`config.mk`:
```
export PLATFORM = sky130hd
export DESIGN_NAME = ex_mem_stage
export DESIGN_NICKNAME = d
export VERILOG_FILES = /design/src/rtl/ex_mem_stage.sv
export SDC_FILE = /design/constraint.sdc
export NUM_CORES = 1
export LEC_CHECK = 0
export CAP_MARGIN = 20
export CORE_AREA = 2 2 129 131
export DETAILED_ROUTE_END_ITERATION = 6
export DIE_AREA = 0 0 131 133
export GPL_TIMING_DRIVEN = 0
export PLACE_DENSITY = 0.76
export SLEW_MARGIN = 20
export SYNTH_ARGS = -nofsm -noshare
export SYNTH_HDL_FRONTEND = slang
export SYNTH_SLANG_ARGS = --single-unit
```
`constraint.sdc`:
```
create_clock -name clk -period 4.6 [get_ports clk]
set_input_delay 0.92 -clock clk [delete_from_list [all_inputs] [get_ports clk]]
set_output_delay 0.92 -clock clk [all_outputs]
set_load 0.05 [all_outputs]
```
`src/rtl/ex_mem_stage.sv`:
```
// ex_mem_stage
// EX/MEM pipeline register with the memory-wait FSM and the load-use hazard
// detector of a five-stage RISC-V style pipeline.
//
// Ports
//   clk, rst             : rising-edge clock, asynchronous active-high reset
//   EX_*                 : instruction currently in EX (result, PC, PC+imm,
//                          store data, write-back source, rd, register-use
//                          mask, store flag, funct3)
//   ID_rs1/ID_rs2/       : source registers and register-use mask of the
//   ID_ValidReg            instruction currently in decode
//   flush                : redirect, turns the captured EX entry into a bubble
//   dmem_ready           : data memory completes the MEM access this cycle
//   MEM_*                : registered EX/MEM pipeline contents
//   dmem_req             : MEM stage holds a load or store
//   stall_front          : hold PC, IF/ID and ID/EX
//   bubble_ex            : load ID/EX with a bubble (load-use hazard)
module ex_mem_stage (
    input  logic        clk,
    input  logic        rst,
    input  logic [31:0] EX_ALU_result,
    input  logic [31:0] EX_pc,
    input  logic [31:0] EX_pc_eximm,
    input  logic [31:0] EX_rs2_data,
    input  logic [1:0]  EX_RegSrc,
    input  logic [4:0]  EX_rd,
    input  logic [2:0]  EX_ValidReg,
    input  logic        EX_MemWrite,
    input  logic [2:0]  EX_funct3,
    input  logic [4:0]  ID_rs1,
    input  logic [4:0]  ID_rs2,
    input  logic [2:0]  ID_ValidReg,
    input  logic        flush,
    input  logic        dmem_ready,
    output logic [31:0] MEM_ALU_result,
    output logic [31:0] MEM_pc,
    output logic [31:0] MEM_pc_eximm,
    output logic [31:0] MEM_rs2_data,
    output logic [1:0]  MEM_RegSrc,
    output logic [4:0]  MEM_rd,
    output logic [2:0]  MEM_ValidReg,
    output logic        MEM_MemRead,
    output logic        MEM_MemWrite,
    output logic [2:0]  MEM_funct3,
    output logic        dmem_req,
    output logic        stall_front,
    output logic        bubble_ex
);

    localparam logic [0:0] RUN      = 1'b0;
    localparam logic [0:0] MEM_WAIT = 1'b1;

    localparam logic [1:0] SRC_LOAD = 2'd1;

    logic [0:0] state;
    logic [0:0] state_next;
    logic       mem_stall;
    logic       load_use;
    logic       rs1_hit;
    logic       rs2_hit;
    logic       ex_is_load;

    assign dmem_req  = MEM_MemRead | MEM_MemWrite;
    assign mem_stall = dmem_req & ~dmem_ready;

    // A load writing rd=0 still counts: x0 filtering belongs to the
    // register file, not to the hazard detector.
    assign ex_is_load = (EX_RegSrc == SRC_LOAD);
    assign rs1_hit    = ID_ValidReg[1] & (ID_rs1 == EX_rd);
    assign rs2_hit    = ID_ValidReg[2] & (ID_rs2 == EX_rd);
    assign load_use   = ex_is_load & EX_ValidReg[0] & ~flush & (rs1_hit | rs2_hit);

    // A memory stall dominates: while MEM is waiting the bubble must not be
    // inserted, otherwise the stalled EX instruction would be lost.
    assign stall_front = mem_stall | load_use;
    assign bubble_ex   = load_use & ~mem_stall;

    always_comb begin
        state_next = state;
        case (state)
            RUN:      if (mem_stall)  state_next = MEM_WAIT;
            MEM_WAIT: if (dmem_ready) state_next = RUN;
            default:                  state_next = RUN;
        endcase
    end

    always_ff @(posedge clk or posedge rst) begin
        if (rst) begin
            state <= RUN;
        end else begin
            state <= state_next;
        end
    end

    // EX -> MEM boundary. Capture happens on every edge without a memory
    // stall; a held entry is immune to flush, the redirect unit re-asserts
    // flush until the stall clears.
    always_ff @(posedge clk or posedge rst) begin
        if (rst) begin
            MEM_ALU_result <= '0;
            MEM_pc         <= '0;
            MEM_pc_eximm   <= '0;
            MEM_rs2_data   <= '0;
            MEM_RegSrc     <= '0;
            MEM_rd         <= '0;
            MEM_ValidReg   <= '0;
            MEM_MemRead    <= 1'b0;
            MEM_MemWrite   <= 1'b0;
            MEM_funct3     <= '0;
        end else if (!mem_stall) begin
            MEM_ALU_result <= EX_ALU_result;
            MEM_pc         <= EX_pc;
            MEM_pc_eximm   <= EX_pc_eximm;
            MEM_rs2_data   <= EX_rs2_data;
            MEM_RegSrc     <= EX_RegSrc;
            MEM_rd         <= EX_rd;
            MEM_funct3     <= EX_funct3;
            if (flush) begin
                MEM_ValidReg <= '0;
                MEM_MemRead  <= 1'b0;
                MEM_MemWrite <= 1'b0;
            end else begin
                MEM_ValidReg <= EX_ValidReg;
                MEM_MemRead  <= ex_is_load;
                MEM_MemWrite <= EX_MemWrite;
            end
        end
    end

endmodule

```
==> results <==
-- placed cells by master, fill, tap and decap left out --
cell	n
o41ai_1	1
clkinv_2	3
clkbuf_8	2
clkinvlp_4	3
and4bb_1	1
xor2_1	7
or4_4	1
a21oi_2	1
dfrtp_1	143
clkbuf_16	17
inv_6	2
inv_1	1
clkinv_4	2
buf_2	23
or2_1	1
nand2b_1	1
xnor2_1	3
nand3b_1	4
buf_4	6
buf_12	4
clkdlybuf4s50_1	303
clkbuf_1	3
nand2_1	421
nor2b_1	1
nor4_1	1
nand3_1	1
bufinv_16	4
nand4_1	2
buf_16	1
o21ai_0	1
-- sequential cells by signal, summed over array words and instances, names as in the netlist --
signal,flops
MEM_ALU_result,32
MEM_MemRead,1
MEM_MemWrite,1
MEM_RegSrc,2
MEM_ValidReg,3
MEM_funct3,3
MEM_pc,32
MEM_pc_eximm,32
MEM_rd,5
MEM_rs2_data,32
-- per-stage QoR --
step / hold WS, ns / total power [uW] / setup slack (ns) / util (%)
2_1_floorplan: 0.7360 / 2137 / 1.498 / -
3_3_place_gp: 0.4484 / 2611 / 0.1720 / 54.76
3_5_place_dp: 0.4544 / 2638 / 0.1992 / 55.43
4_1_cts: 0.4675 / 4144 / 0.1777 / 59.37
5_1_grt: 0.4835 / 4254 / 0.1332 / 59.37
6_report: 0.4610 / 4095 / 0.2152 / 59.37
-- Yosys cell counts --
library cell	number
or2_1	1
clkbuf_1	3
and4bb_1	1
or4_4	1
nand2b_1	1
o41ai_1	1
buf_4	6
buf_2	23
xor2_1	7
nor2b_1	1
o21ai_0	1
xnor2_1	3
nor4_1	1
nand3_1	1
a21oi_2	1
nand3b_1	4
nand4_1	2
nand2_1	421
dfrtp_1	143
inv_1	2
-- cell type report --
type	instances	area share, %
well taps	220	2.867
multi-input cells	447	18.61
repair buffers	308	32.71
flip-flops and latches	143	37.27
clock inverters	13	1.929
clock buffers	19	4.717
inverters	2	0.1173
plain buffers	32	1.785
-- power groups by stage --
stage	Combinational, uW	Clock, uW	Sequential (uW)
final	1150	1490	1450
after global routing	1220	1570	1470
after CTS	1170	1530	1450
after detailed placement	1160	0	1480
after global placement	1140	0	1470
after floorplan	201	0	1940
-- layer usage --
| metal | global-route usage [%] | up-vias |
|---|---|---|
| met1 | 23.44 | 2369 |
| met4 | 8.392 | 0 |
| met2 | 33.85 | 199 |
| li1 | - | 2545 |
| met3 | 7.602 | 31 |
| met5 | 0 | - |
-- logic make-up (layout without fill, tap and decap cells) --
kind of cell | count (synthesis) | count (layout) | synth area share [%]
flops | 143 | 143 | 64.55
buf+inv | 34 | 374 | 3.227
simple gates | 434 | 434 | 30.24
xor+xnor | 10 | 10 | 1.580
compound gates | 3 | 3 | 0.4062
-- critical path, stage by stage --
cell and delay, ns:
clkdlybuf4s50_1 0.53, and4bb_1 0.41, nand4_1 0.17, or4_4 0.46, a21oi_2 0.15, clkdlybuf4s50_1 0.83
-- worst min path at each step --
stage	from	endpoint	slack [ns]	depth (start not counted)
floorplan	MEM_pc_eximm[0]$_DFFE_PP0N_	MEM_pc_eximm[0]$_DFFE_PP0N_	0.74	2
global placement	MEM_pc_eximm[2]$_DFFE_PP0N_	MEM_pc_eximm[2]$_DFFE_PP0N_	0.45	2
detailed placement	MEM_rs2_data[14]$_DFFE_PP0N_	MEM_rs2_data[14]$_DFFE_PP0N_	0.45	2
CTS	MEM_pc_eximm[16]$_DFFE_PP0N_	MEM_pc_eximm[16]$_DFFE_PP0N_	0.47	2
global route	MEM_rd[1]$_DFFE_PP0N_	MEM_rd[1]$_DFFE_PP0N_	0.48	2
finish	MEM_pc_eximm[25]$_DFFE_PP0N_	MEM_pc_eximm[25]$_DFFE_PP0N_	0.46	2
==> flow_metrics.env <==
export IMPL_area_growth_pct=73.19
export IMPL_nFillCells=1434
export IMPL_dp_hpwl_mm=13.33
export IMPL_power_density_nw_per_um2=426.5
export IMPL_status="complete, no violations"
export IMPL_postRouteAntennaNets=0
export IMPL_crit_type="input port to output port"
export IMPL_setup_tns_final_ns=0
export IMPL_antenna_found_initial=0
export IMPL_cp_start_kind="input port"
export IMPL_crit_arrival_ns=3.46
export IMPL_top_layer_used="met4"
export IMPL_grt_pass1_vias=5234
export IMPL_synth_seq_cells=143
export IMPL_period_needed_ns=4.385
export IMPL_synth_top_area_share_pct=64.55
export IMPL_r2r_end="MEM_pc[18]$_DFFE_PP0N_"
export IMPL_critPathMaxFanout=6
export IMPL_seqCellArea_um2=3578
export IMPL_synth_top_area_cell="dfrtp_1"
export IMPL_r2r_start="MEM_MemRead$_DFFE_PP0N_"
export IMPL_seqPwrFrac_pct=35.5
export IMPL_slew_headroom_pct=61.95
export IMPL_critical_path_startpoint="flush"
export IMPL_worstPathRequired_ns=3.68
export IMPL_grt_max_degree=34
export IMPL_rrSetupSlack_ns=3.00
export IMPL_drt_pass1_iterations=4
export IMPL_placementRows=47
export IMPL_power_frac_clock_pct=36.4
export IMPL_grt_usage_pct=20.35
export IMPL_rsz0062_at_grt="false"
export IMPL_cts_resized=0
export IMPL_swShare_pct=32.93
export IMPL_routed_wl_mm=17.41
export IMPL_drive_gt1_share_pct=7.158
export IMPL_end_kind="output port"
export IMPL_drc=0
export IMPL_power_frac_comb_pct=28.1
export IMPL_hold_violations=0
export IMPL_setup_violations=0
export IMPL_hp_class="flip-flop to flip-flop"
export IMPL_die_area_um2=17420
export IMPL_yosysWarnings=0
export IMPL_syn_cell_area_um2=5544
export IMPL_first_iter_violations=162
export IMPL_ff2ff_path_depth=6
export IMPL_ir_drop_uv=259.9
export IMPL_cts_tree="built"
export IMPL_die_x_um=131
export IMPL_worstMarginPinSlew_ns=0.5690
export IMPL_wl_met1_mm=6.794
export IMPL_wl_per_cell_um=14.70
export IMPL_viasPerCell=4.345
export IMPL_endpoint="bubble_ex"
export IMPL_h_tree_depth=4
export IMPL_maxCapViolations=0
export IMPL_power_switching_uw=1348
export IMPL_grt_overflow=0
export IMPL_final_cells=1184
export IMPL_final_nets=1110
export IMPL_ys_seq_area_share_pct=64.55
export IMPL_p_int_uw=2746
export IMPL_syn_avg_cell_area_um2=8.885
export IMPL_clock_sinks=143
export IMPL_grt_pass1_wl_mm=26.97
export IMPL_port_buffers=303
export IMPL_core_region_area_um2=16170
export IMPL_finClkSkew_ns=0.01022
export IMPL_dpl_cell_area_um2=8964
export IMPL_pin_count=305
export IMPL_post_cts_buffers=0
export IMPL_vias=5144
export IMPL_dieHeight_um=133
export IMPL_multi_input_area_um2=1787
export IMPL_holdBufCountCts=0
export IMPL_finalCritPeriodShare_pct=95.32
export IMPL_ctsLongestPathBuffers=2
export IMPL_insertion_delay_ns=0.42
export IMPL_postLayoutCellArea_um2=9602
export IMPL_max_freq_ghz=0.2281
export IMPL_route_met3_wl_mm=1.595
export IMPL_slew_violations=0
export IMPL_cts_buffers=17
export IMPL_synthTopCellsByArea="dfrtp_1 65%, nand2_1 29%, buf_2 2.1%"
export IMPL_wl_met2_mm=8.562
export IMPL_ys_types=20
export IMPL_dp_cells=1152
export IMPL_gp_routability_congestion=0.7775
export IMPL_start_util_pct=34.28
export IMPL_clockRootBuffer="clkbuf_16"
export IMPL_antenna_cells=0
export IMPL_p_leak_uw=0.004639
export IMPL_synth_cells=624
export IMPL_clk_pin_slew_ns=0.06
export IMPL_synth_nets=783
No activity file was read; power rests on OpenSTA's default activity.
